### src/rtl/mem_arbiter_if.sv
// Bus bundle between the two cache requesters, the arbiter and main memory.
// slave is the arbiter's view; master is the requester/memory side.
interface mem_arbiter_if #(
    parameter int RISC_data = 32,
    parameter int main_data = 128
);
    logic                 req0_RE;
    logic                 req0_WE;
    logic [7:0]           req0_A;
    logic [RISC_data-1:0] req0_WD;
    logic                 req1_RE;
    logic                 req1_WE;
    logic [7:0]           req1_A;
    logic [RISC_data-1:0] req1_WD;
    logic                 mem_RE;
    logic                 mem_WE;
    logic [7:0]           mem_A;
    logic [RISC_data-1:0] mem_WD;
    logic [main_data-1:0] mem_RD;
    logic [main_data-1:0] RD;
    logic                 done0;
    logic                 done1;
    logic                 busy;
    logic [1:0]           grant;

    modport slave (
        input  req0_RE, req0_WE, req0_A, req0_WD,
        input  req1_RE, req1_WE, req1_A, req1_WD,
        input  mem_RD,
        output mem_RE, mem_WE, mem_A, mem_WD,
        output RD, done0, done1, busy, grant
    );

    modport master (
        output req0_RE, req0_WE, req0_A, req0_WD,
        output req1_RE, req1_WE, req1_A, req1_WD,
        output mem_RD,
        input  mem_RE, mem_WE, mem_A, mem_WD,
        input  RD, done0, done1, busy, grant
    );
endinterface

### src/rtl/mem_arbiter.sv
// Two-port round-robin arbiter in front of a fixed-latency main memory.
// One access at a time: IDLE picks a winner, ACCESS strobes memory, DONE pulses completion.
module mem_arbiter #(
    parameter int RISC_data = 32,
    parameter int main_data = 128,
    parameter int MEM_LAT   = 4
) (
    input  logic          clk,
    input  logic          RST,
    mem_arbiter_if.slave  bus,
    output logic [1:0]    dbg_state
);
    // Valid/ready semantics: a port request (RE|WE) is taken only in IDLE; the
    // requester holds it stable until its done pulse, which is the only ack.

    typedef enum logic [1:0] {
        IDLE   = 2'd0,
        ACCESS = 2'd1,
        DONE   = 2'd2
    } state_e;

    state_e               state_q, state_d;
    logic [3:0]           cnt_q, cnt_d;
    logic                 last_q, last_d;
    logic                 win_q, win_d;
    logic                 wr_q, wr_d;
    logic [7:0]           a_q, a_d;
    logic [RISC_data-1:0] wd_q, wd_d;
    logic [main_data-1:0] rd_q, rd_d;
    logic                 r0, r1, pick;

    assign r0 = bus.req0_RE | bus.req0_WE;
    assign r1 = bus.req1_RE | bus.req1_WE;

    always_ff @(posedge clk or negedge RST) begin
        if (!RST) begin
            state_q <= IDLE;
            cnt_q   <= 4'd0;
            last_q  <= 1'b1;
            win_q   <= 1'b0;
            wr_q    <= 1'b0;
            a_q     <= 8'd0;
            wd_q    <= '0;
            rd_q    <= '0;
        end else begin
            state_q <= state_d;
            cnt_q   <= cnt_d;
            last_q  <= last_d;
            win_q   <= win_d;
            wr_q    <= wr_d;
            a_q     <= a_d;
            wd_q    <= wd_d;
            rd_q    <= rd_d;
        end
    end

    always_comb begin
        state_d = state_q;
        cnt_d   = cnt_q;
        last_d  = last_q;
        win_d   = win_q;
        wr_d    = wr_q;
        a_d     = a_q;
        wd_d    = wd_q;
        rd_d    = rd_q;
        // Under contention the port that did not win last time goes first.
        pick    = (r0 && r1) ? ~last_q : r1;
        case (state_q)
            IDLE: begin
                if (r0 || r1) begin
                    win_d   = pick;
                    last_d  = pick;
                    wr_d    = pick ? bus.req1_WE : bus.req0_WE;
                    a_d     = pick ? bus.req1_A  : bus.req0_A;
                    wd_d    = pick ? bus.req1_WD : bus.req0_WD;
                    cnt_d   = 4'(MEM_LAT - 1);
                    state_d = ACCESS;
                end
            end
            ACCESS: begin
                if (cnt_q == 4'd0) begin
                    if (!wr_q) begin
                        rd_d = bus.mem_RD;
                    end
                    state_d = DONE;
                end else begin
                    cnt_d = cnt_q - 4'd1;
                end
            end
            DONE:    state_d = IDLE;
            default: state_d = IDLE;
        endcase
    end

    assign bus.mem_RE = (state_q == ACCESS) && !wr_q;
    assign bus.mem_WE = (state_q == ACCESS) &&  wr_q;
    assign bus.mem_A  = a_q;
    assign bus.mem_WD = wd_q;
    assign bus.RD     = rd_q;
    assign bus.done0  = (state_q == DONE) && !win_q;
    assign bus.done1  = (state_q == DONE) &&  win_q;
    assign bus.busy   = (state_q != IDLE);
    assign bus.grant  = (state_q == IDLE) ? 2'b00 : (win_q ? 2'b10 : 2'b01);
    assign dbg_state  = state_q;
endmodule

### src/flat_wrapper.sv
// flat-port wrapper written by rule: the top's interface ports become plain ports
module mem_arbiter_flat 
#(
    parameter int RISC_data = 32,
    parameter int main_data = 128,
    parameter int MEM_LAT   = 4
)
  (clk, RST, dbg_state, bus_req0_RE, bus_req0_WE, bus_req0_A, bus_req0_WD, bus_req1_RE, bus_req1_WE, bus_req1_A, bus_req1_WD, bus_mem_RD, bus_mem_RE, bus_mem_WE, bus_mem_A, bus_mem_WD, bus_RD, bus_done0, bus_done1, bus_busy, bus_grant);
  mem_arbiter_if #(.RISC_data(RISC_data), .main_data(main_data)) bus_i ();
  input  logic clk;
  input  logic RST;
  output logic [1:0] dbg_state;
  input wire logic [$bits(bus_i.req0_RE)-1:0] bus_req0_RE;
  input wire logic [$bits(bus_i.req0_WE)-1:0] bus_req0_WE;
  input wire logic [$bits(bus_i.req0_A)-1:0] bus_req0_A;
  input wire logic [$bits(bus_i.req0_WD)-1:0] bus_req0_WD;
  input wire logic [$bits(bus_i.req1_RE)-1:0] bus_req1_RE;
  input wire logic [$bits(bus_i.req1_WE)-1:0] bus_req1_WE;
  input wire logic [$bits(bus_i.req1_A)-1:0] bus_req1_A;
  input wire logic [$bits(bus_i.req1_WD)-1:0] bus_req1_WD;
  input wire logic [$bits(bus_i.mem_RD)-1:0] bus_mem_RD;
  output wire logic [$bits(bus_i.mem_RE)-1:0] bus_mem_RE;
  output wire logic [$bits(bus_i.mem_WE)-1:0] bus_mem_WE;
  output wire logic [$bits(bus_i.mem_A)-1:0] bus_mem_A;
  output wire logic [$bits(bus_i.mem_WD)-1:0] bus_mem_WD;
  output wire logic [$bits(bus_i.RD)-1:0] bus_RD;
  output wire logic [$bits(bus_i.done0)-1:0] bus_done0;
  output wire logic [$bits(bus_i.done1)-1:0] bus_done1;
  output wire logic [$bits(bus_i.busy)-1:0] bus_busy;
  output wire logic [$bits(bus_i.grant)-1:0] bus_grant;
  assign bus_i.req0_RE = bus_req0_RE;
  assign bus_i.req0_WE = bus_req0_WE;
  assign bus_i.req0_A = bus_req0_A;
  assign bus_i.req0_WD = bus_req0_WD;
  assign bus_i.req1_RE = bus_req1_RE;
  assign bus_i.req1_WE = bus_req1_WE;
  assign bus_i.req1_A = bus_req1_A;
  assign bus_i.req1_WD = bus_req1_WD;
  assign bus_i.mem_RD = bus_mem_RD;
  assign bus_mem_RE = bus_i.mem_RE;
  assign bus_mem_WE = bus_i.mem_WE;
  assign bus_mem_A = bus_i.mem_A;
  assign bus_mem_WD = bus_i.mem_WD;
  assign bus_RD = bus_i.RD;
  assign bus_done0 = bus_i.done0;
  assign bus_done1 = bus_i.done1;
  assign bus_busy = bus_i.busy;
  assign bus_grant = bus_i.grant;
  mem_arbiter #(.RISC_data(RISC_data), .main_data(main_data), .MEM_LAT(MEM_LAT)) u_core (.clk(clk), .RST(RST), .bus(bus_i), .dbg_state(dbg_state));
endmodule
### config.mk
export PLATFORM = sky130hd
export DESIGN_NAME = mem_arbiter_flat
export DESIGN_NICKNAME = d
export VERILOG_FILES = /design/src/rtl/mem_arbiter_if.sv /design/src/rtl/mem_arbiter.sv /design/src/flat_wrapper.sv
export SDC_FILE = /design/constraint.sdc
export NUM_CORES = 1
export LEC_CHECK = 0
export CAP_MARGIN = 0
export CORE_ASPECT_RATIO = 0.5
export CORE_MARGIN = 1.5
export CORE_UTILIZATION = 40
export CTS_BUF_LIST = sky130_fd_sc_hd__clkbuf_8
export DETAILED_ROUTE_END_ITERATION = 16
export PLACE_DENSITY = 0.8
export SLEW_MARGIN = 20
export SYNTH_ARGS = -nofsm -noshare
export SYNTH_HDL_FRONTEND = slang
export SYNTH_SLANG_ARGS = --single-unit
### constraint.sdc
create_clock -name clk -period 1.9 [get_ports clk]
set_input_delay 0.57 -clock clk [delete_from_list [all_inputs] [get_ports clk]]
set_output_delay 0.57 -clock clk [all_outputs]
set_load 0.01 [all_outputs]
# Word-level counts from Yosys, hierarchy flattened
# Index checks and enable logic that the tools add are counted.
# W data, S select, Z words.
[word_totals]
wordCells = 46
register_bits = 177
input_bits = 214
output_inout_bits = 177
[classes]
n_reduce_logical = 16
bitwise_logic = 4
eq_ne = 5
n_addsub = 1
muxes = 12
[ops]
columns = ["cell", "count"]
rows = [
  ["$mux W32", 1],
  ["$mux W2", 4],
  ["$mux W4", 2],
  ["$mux W8", 1],
  ["$pmux W4 S2", 1],
  ["$reduce_and A3 Y1", 2],
  ["$logic_and A1 B1 Y1", 5],
  ["$logic_not A4 Y1", 1],
  ["$ne A2 B1 Y1 const B", 2],
  ["$pmux W2 S2", 1],
  ["$reduce_and A2 Y1", 2],
  ["$reduce_bool A2 Y1", 2],
  ["$sub A4 B1 Y4 const B", 1],
  ["$eq A2 B1 Y1 const B", 1],
  ["$eq A2 B2 Y1 const B", 1],
  ["$logic_not A1 Y1", 2],
  ["$logic_not A2 Y1", 1],
  ["$mux W1", 2],
  ["$ne A2 B2 Y1 const B", 1],
  ["$not A1 Y1", 2],
  ["$or A1 B1 Y1", 2],
  ["$logic_or A1 B1 Y1", 1],
]

# Depth between registers and ports, before layout
[depth]
depth_word = 4
ltp_mapped = 7
ltp_nobuf = 5

# Worst setup path before layout
# No wires, ideal clock.
[synth_path]
path_kind = "register -> output"
from = "register u_core.state_q[0] (netlist: u_core.dbg_state[0])"
to = "output port bus_grant[1]"
path_slack_ps = 43
path_buffers = 2
path_stages_with_launch = 6
t_required_ps = 1330
arrival_time_ps = 1287
path_cell_list = "dfrtp_1 > buf_4 > nor2_1 > inv_2 > buf_1 > and2_1"
[synth_between]
elab_chain_len = 2
[synth_rtl]
columns = ["item", "line_no", "source"]
rows = [
  ["start: declaration", "mem_arbiter.sv:22", "state_e state_q, state_d;"],
  ["start signal: assignment", "mem_arbiter.sv:46", "state_q <= state_d;"],
  ["$logic_not A2 Y1", "mem_arbiter.sv:103", "assign bus.grant = (state_q == IDLE) ? 2'b00 : (win_q ? 2'b10 : 2'b01);"],
  ["$mux W2", "mem_arbiter.sv:103", ""],
  ["end: declaration", "flat_wrapper.sv:30", "output wire logic [$bits(bus_i.grant)-1:0] bus_grant;"],
]
# No other way between the ends.

# Worst setup path after layout
[layout_path]
from = "register u_core.state_q[0] (netlist: u_core.dbg_state[0])"
to = "output port bus_mem_WE"
[layout_between]
elab_chain_len = 2
[layout_rtl]
columns = ["item", "line_no", "source"]
rows = [
  ["$eq A2 B1 Y1", "mem_arbiter.sv:96", "assign bus.mem_WE = (state_q == ACCESS) && wr_q;"],
  ["$logic_and A1 B1 Y1", "mem_arbiter.sv:96", ""],
  ["end: declaration", "flat_wrapper.sv:23", "output wire logic [$bits(bus_i.mem_WE)-1:0] bus_mem_WE;"],
]
# No other way between the ends.

==> results.cfg <==
[run_status]
violations = negative setup slack
status = finished with violations

[cts]
clock_latency_ns = 0.46
cts_buffers = 17
cts_root_buf = clkbuf_8
cts_tree = done
htreeDepth = 4
clock_path_buffers = 2
path_clk_slew_ns = 0.09
cts_sinks = 177

[layout]
diodes = 0
final_util_pct = 68.2
fin_area_sq_mm = 0.0128
drive_gt1_share_pct = 26.0
area_growth_pct = 63.4
nets = 1162
fin_cells = 1218
fillCellCount = 1395

[yosys]
syn-cell-area_sq_mm = 0.00784
synth.most_common_cell = dfrtp_1
synth_top_family_by_area = multiplexers
ys.flop_type = dfrtp_1
synth_nets = 734
synth-edff-count = 0
synth_seq_cells = 177
synth_top_area_cell = dfrtp_1
synthAdderAreaFrac_pct = 0.319
yosys_warnings = 0
synthMuxAreaShare_pct = 24.3
synthTopCellsByCount = dfrtp_1, mux2_4, o21ai_0, a2bb2oi_1, a311oi_1
synth_top_cell_area_share_pct = 56.2
avgSynthCellArea_sq_um = 15.1
synth-simple-area-share_pct = 2.55
synth_cell_types = 40
async_reset_ff_share_pct = 100
synth_compound_area_share_pct = 12.6
ys_seq_area_share_pct = 56.5
synth.area.top_cells = dfrtp_1, mux2_4, a2bb2oi_1, a311oi_1, o21ai_0
synth_xor_area_share_pct = 0
syn-instance-count = 518

[routing]
antenna_left = 0
drc = 0
wl_per_cell_um = 20.8
drt_iter0_markers = 257
routed_via_density = 5.13
num_vias = 6254
drt_first_pass_iters = 5
drt_wl_total_um = 25300

[pwr]
seqPwrFrac_pct = 35.1
p_leak_nw = 5.99
vdd_drop_max_mv = 0.610
powerDensity_mw_per_mm2 = 1530
power.internal_w = 0.0130
power_switching_w = 0.00664
clkPwrFrac_pct = 15.1
power.share.combinational_pct = 49.8
sw_frac_of_total_pct = 33.8

[place]
globalplace.congestion = 0.907
placed_area_sq_mm = 0.0122
placedCellCount = 1166
detailed_place_hpwl_um = 18100
io_buffers = 390

[sta]
final.setup_skew_ns = 0.0164
hold_viol_final = 0
maxSlewHeadroom_pct = 72.2
hold_slack_ns = 0.506
fmax_mhz = 507
tightest_slew_ns = 0.417
setup_ws_ns = -0.0707
fin_crit_ns = 1.97
period_share_pct = 104
rsz0062_at_grt = true
slew_viol_final = 0
setup_viol = 7

[worst_hold_path]
hp-class = reg2reg
holdCritStartpoint = u_core.bus.RD[39]

[grt]
grt_pass1_vias = 6616
grt_max_degree = 46
grt_pass1_wl_um = 38000
grt.total_usage_pct = 24.1
antenna_found_initial = 0
grt_overflow = 0

[flow_run]
drv_cap = 0

[setup_path]
cp_data_required_time_ns = 1.33
endpoint_kind = output port
critPathLaunchType = flip-flop
timing.rr.start = u_core.cnt_q[1]
critPathMaxFanout = 4
crit_type = reg2out
cp-startpoint = u_core.dbg_state[0]
critPathArrivalTime_ns = 1.40

[floorplanning]
die_w_um = 201
dieArea_sq_mm = 0.0205
fp-row-count = 35
core_area_sq_mm = 0.0188
fp.dieH_um = 102
ios = 391
initial_core_util_pct = 41.7
what timing repair did:
item                                   4_1_cts  5_1_grt
cloned                                       2        4
buffers inserted                            10        5
pin swaps                                    6        3
hold buffers                                 1        0
endpoints found under the hold margin       13        0
setup endpoints to repair                  271      150
resized for setup                          217       15
metrics by stage:
step                TNS, ns  total power (W)  worst slack (ns)
floorplan                 0           0.0119            0.0432
global placement     -10.09           0.0173            -0.252
detailed placement   -13.55           0.0176            -0.353
CTS                  -0.403           0.0195            -0.106
global route         -0.683           0.0207            -0.121
finish               -0.292           0.0196           -0.0707
flip-flops by register name, summed over array words and instances (netlist names):
register           count
u_core.last_q          1
u_core.bus.mem_WD     32
u_core.cnt_q           4
u_core.bus.mem_A       8
u_core.bus.RD        128
u_core.dbg_state       2
u_core.win_q           1
u_core.wr_q            1
cell usage in the layout, fill, tap and decap left out, types with 3 or more instances in the layout:
master           synthesis  final
bufinv_16                0      4
dlygate4sd2_1            0    168
inv_6                    0      4
a21o_1                   3      3
nor2_4                   0      3
buf_12                   0      7
nor2_1                   7      4
clkdlybuf4s50_1          0    212
a2bb2oi_1               40     40
buf_4                    2     39
buf_6                   13     13
buf_2                    8      3
a311oi_1                40     40
dfrtp_1                176    174
mux2_4                 120    120
clkbuf_8                 0     18
o21ai_0                 43     43
mux2_2                   8      8
buf_16                   0      4
layer usage:
| layer | global-route usage (%) | vias to the layer above | routed length, um |
|---|---|---|---|
| li1 | - | 2807 | - |
| met4 | 10.4 | 0 | 899 |
| met2 | 42.8 | 249 | 13100 |
| met3 | 5.23 | 62 | 1300 |
| met1 | 28.9 | 3136 | 10100 |
| met5 | 0 | - | 0 |
critical path: stages (launching register included):
cell and delay (ns):
dfrtp_2 0.47, buf_6 0.13, nor2b_4 0.12, and2_4 0.13, buf_6 0.11
area by class of cell:
class	count	area [sq um]	share of cell area, %
Tap cell	259	324	2.53
Sequential cell	177	4430	34.6
Inverter	3	11.3	0.0879
Clock inverter	14	200	1.56
Multi-Input combinational cell	296	3210	25.1
Clock buffer	18	248	1.93
Timing Repair Buffer	451	4380	34.2
cells by family (layout without fill, tap and decap cells):
logic type / Yosys count / after routing
flip-flops: 177 / 177
AO/OA/AOI/OAI: 134 / 134
multiplexers: 129 / 129
buffers and inverters: 47 / 486
AND/OR/NAND/NOR: 29 / 31
adder cells (fa/ha/maj): 2 / 2
final timing paths:
check	cells after the start	slack, ns	end
max	4	-0.07	bus_mem_WE
min	1	0.51	u_core.bus.RD[39]
max reg2reg	8	0.06	u_core.bus.RD[66]
min reg2reg	1	0.51	u_core.bus.RD[39]
max in group asynchronous	3	0.63	u_core.last_q
min in group asynchronous	2	0.56	u_core.bus.mem_WD[22]
power groups by stage:
stage / clock network [W] / logic (W) / registers (W)
4_1_cts: 0.00302 / 0.00961 / 0.00687
5_1_grt: 0.00319 / 0.0104 / 0.00714
3_5_place_dp: 0 / 0.0106 / 0.00694
2_1_floorplan: 0 / 0.00426 / 0.00765
3_3_place_gp: 0 / 0.0104 / 0.00689
6_report: 0.00296 / 0.00976 / 0.00689
Power figures use the tool's default switching activity.
==> edit: new RTL, same settings <==
Take the reset off `a_q`, `wd_q` and `rd_q` and load them in a clocked block of their own.
--- a/src/rtl/mem_arbiter.sv
+++ b/src/rtl/mem_arbiter.sv
@@ -39,19 +39,19 @@
             last_q  <= 1'b1;
             win_q   <= 1'b0;
             wr_q    <= 1'b0;
-            a_q     <= 8'd0;
-            wd_q    <= '0;
-            rd_q    <= '0;
         end else begin
             state_q <= state_d;
             cnt_q   <= cnt_d;
             last_q  <= last_d;
             win_q   <= win_d;
             wr_q    <= wr_d;
-            a_q     <= a_d;
-            wd_q    <= wd_d;
-            rd_q    <= rd_d;
         end
+    end
+
+    always_ff @(posedge clk) begin
+        a_q  <= a_d;
+        wd_q <= wd_d;
+        rd_q <= rd_d;
     end
 
     always_comb begin
Function: changed (Yosys sat finds a counterexample within 4 cycles, from zero or initial values and one cycle with RST low).
==> edit against the original RTL <==
The flow still finishes with violations (setup timing); routed wire length decreased by 29%; design area decreased by 14%; area after synthesis decreased by 23%; worst setup slack improved by 6.0 ps; sequential cell count unchanged; largest cell class unchanged.
Power is not compared: it rests on default switching activity, and its combinational part moved more than twofold at a synthesized area within 25%.
==> edit: results (changes against the original RTL) <==
[run_status]
outcome=complete, but fails checks  ; unchanged
violations=setup timing  ; unchanged

[placed_design]
place.gp.congestion=0.815  ; was 0.907
place_area_um2=10400  ; was 12200 um2
dp_hpwl_um=13800  ; was 18100 um

[hold_path]
hold_path_class=in2async  ; was reg2reg

[power]
p_leak_nw=4.29
peakVddDrop_v=0.000646
switching_share=0.297

[cts]
clock_latency_ps=450
cts_hold_buf=0  ; was 1
ctsHtreeMaxLevel=4  ; unchanged

[synthesis]
yosysSeqAreaShare=0.876  ; was 0.565
ys_async_sr_fraction=0.0508  ; was 1.00
yosys-top-cells-area=edfxtp_1 84%, mux2_2 7.5%, dfrtp_1 3.3%  ; was dfrtp_1 56%, mux2_4 23%, a2bb2oi_1 4.5%
yosysWarnings=0  ; unchanged
ys.flop_type=edfxtp_1  ; was dfrtp_1
syn-num-nets=481  ; was 734
synthTopCellsByCount=168 x edfxtp_1, 40 x mux2_2, 8 x dfrtp_1, 7 x o21ai_0  ; was 176 x dfrtp_1, 120 x mux2_4, 43 x o21ai_0, 40 x a2bb2oi_1, 40 x a311oi_1
synth.distinct_cells=28  ; was 40
synth_enable_flop_cells=168  ; was 0

[sta]
worst_slack_ps=-64.7  ; was -70.7 ps
worst_pin_slew_ps=401  ; was 417 ps
tns_ps=-687  ; was -292 ps
finalSetupViolations=34  ; was 7
skew_ps=17.6  ; was 16.4 ps

[global_routing]
grt_pass1_vias=4424  ; was 6616
grt_usage=0.225  ; was 0.241
grt_max_degree=26  ; was 46
grt_pass1_wl_um=26200  ; was 38000 um

[setup_path]
path_max_fanout=3  ; was 4
critical_path_arrival_ps=1390

[final_layout]
drive_gt1_frac=0.179  ; was 0.260
largest_register_ffs=128  ; unchanged
final_nets=919  ; was 1162
num_antenna_cells=0  ; unchanged

[route]
wl_um=17900  ; was 25300 um
drtPass1Iterations=4  ; was 5
drt-initial-drc-count=175  ; was 257
num_vias=4150  ; was 6254

-- edit: repair_timing --
item / in CTS / in global routing
hold endpoints to repair: 0 / 0
setup endpoints to repair: 213 / 154
gates cloned: 2 / 3
pin swaps: 2 / 3
buffers inserted: 7 / 6
gates resized for setup: 195 / 30
-- edit: cell families after synthesis --
logic type,Yosys count,synth area share
AOI/OAI and AO/OA,15,0.0150
adders and majority gates,2,0.00416
buffers and inverters,9,0.00644
DFF,177,0.876
muxes,41,0.0765
and+or+nand+nor,21,0.0220
-- edit: power by group through the flow --
stage / Clock, mW / Sequential, mW / Combinational [mW]
finish: 2.56 / 5.43 / 3.68
global route: 2.78 / 5.50 / 3.92
CTS: 2.61 / 5.43 / 3.51
detailed placement: 0 / 5.54 / 3.67
global placement: 0 / 5.51 / 3.59
floorplan: 0 / 5.89 / 0.951
-- edit: layout make-up --
type,count,area [um2]
flip-flops and latches,177,5270
fillers,963,3630
repair buffers,424,4240
clock inverters,15,171
inverters,4,15.0
multi-input cells,79,777
well taps,198,248
clock buffers,17,234
-- edit: final timing paths --
kind | depth (start not counted) | slack (ps) | start | endpoint
worst max-delay path | 4 | -60 | u_core.dbg_state[1]$_DFFE_PN0P_ | bus_done1
worst min-delay path | 1 | 420 | RST | u_core.win_q$_DFFE_PN0P_
worst max register to register | 7 | -30 | u_core.cnt_q[1]$_DFFE_PN0P_ | u_core.bus.RD[95]$_DFFE_PP_
worst min register to register | 1 | 500 | u_core.cnt_q[2]$_DFFE_PN0P_ | u_core.cnt_q[2]$_DFFE_PN0P_
max in group asynchronous | 1 | 1160 | RST | u_core.last_q$_DFFE_PN1P_
min in group clk | 1 | 500 | u_core.cnt_q[2]$_DFFE_PN0P_ | u_core.cnt_q[2]$_DFFE_PN0P_
-- edit: routing by layer --
metal / share of wire / vias up / track usage / routed length (um)
met1: 0.37 / 2032 / 0.255 / 6610
met5: 0 / - / 0 / 0
li1: - / 1930 / - / -
met2: 0.55 / 168 / 0.416 / 9920
met4: 0.013 / 0 / 0.0565 / 242
met3: 0.065 / 20 / 0.0630 / 1170
-- edit: metrics by stage --
| step | power [mW] | util | std cells | setup slack, ps |
|---|---|---|---|---|
| floorplan | 6.84 | - | 265 | -2650 |
| global placement | 9.10 | 0.715 | 867 | -294 |
| detailed placement | 9.21 | 0.715 | 867 | -312 |
| CTS | 11.5 | 0.741 | 908 | -98.1 |
| global route | 12.2 | 0.751 | 914 | -138 |
| finish | 11.7 | 0.751 | 914 | -64.7 |
-- edit: worst max-delay path, stage by stage, from the launching register on --
cell and delay [ps]:
dfrtp_1 420, buf_6 140, buf_6 110, and3b_1 150, buf_2 140
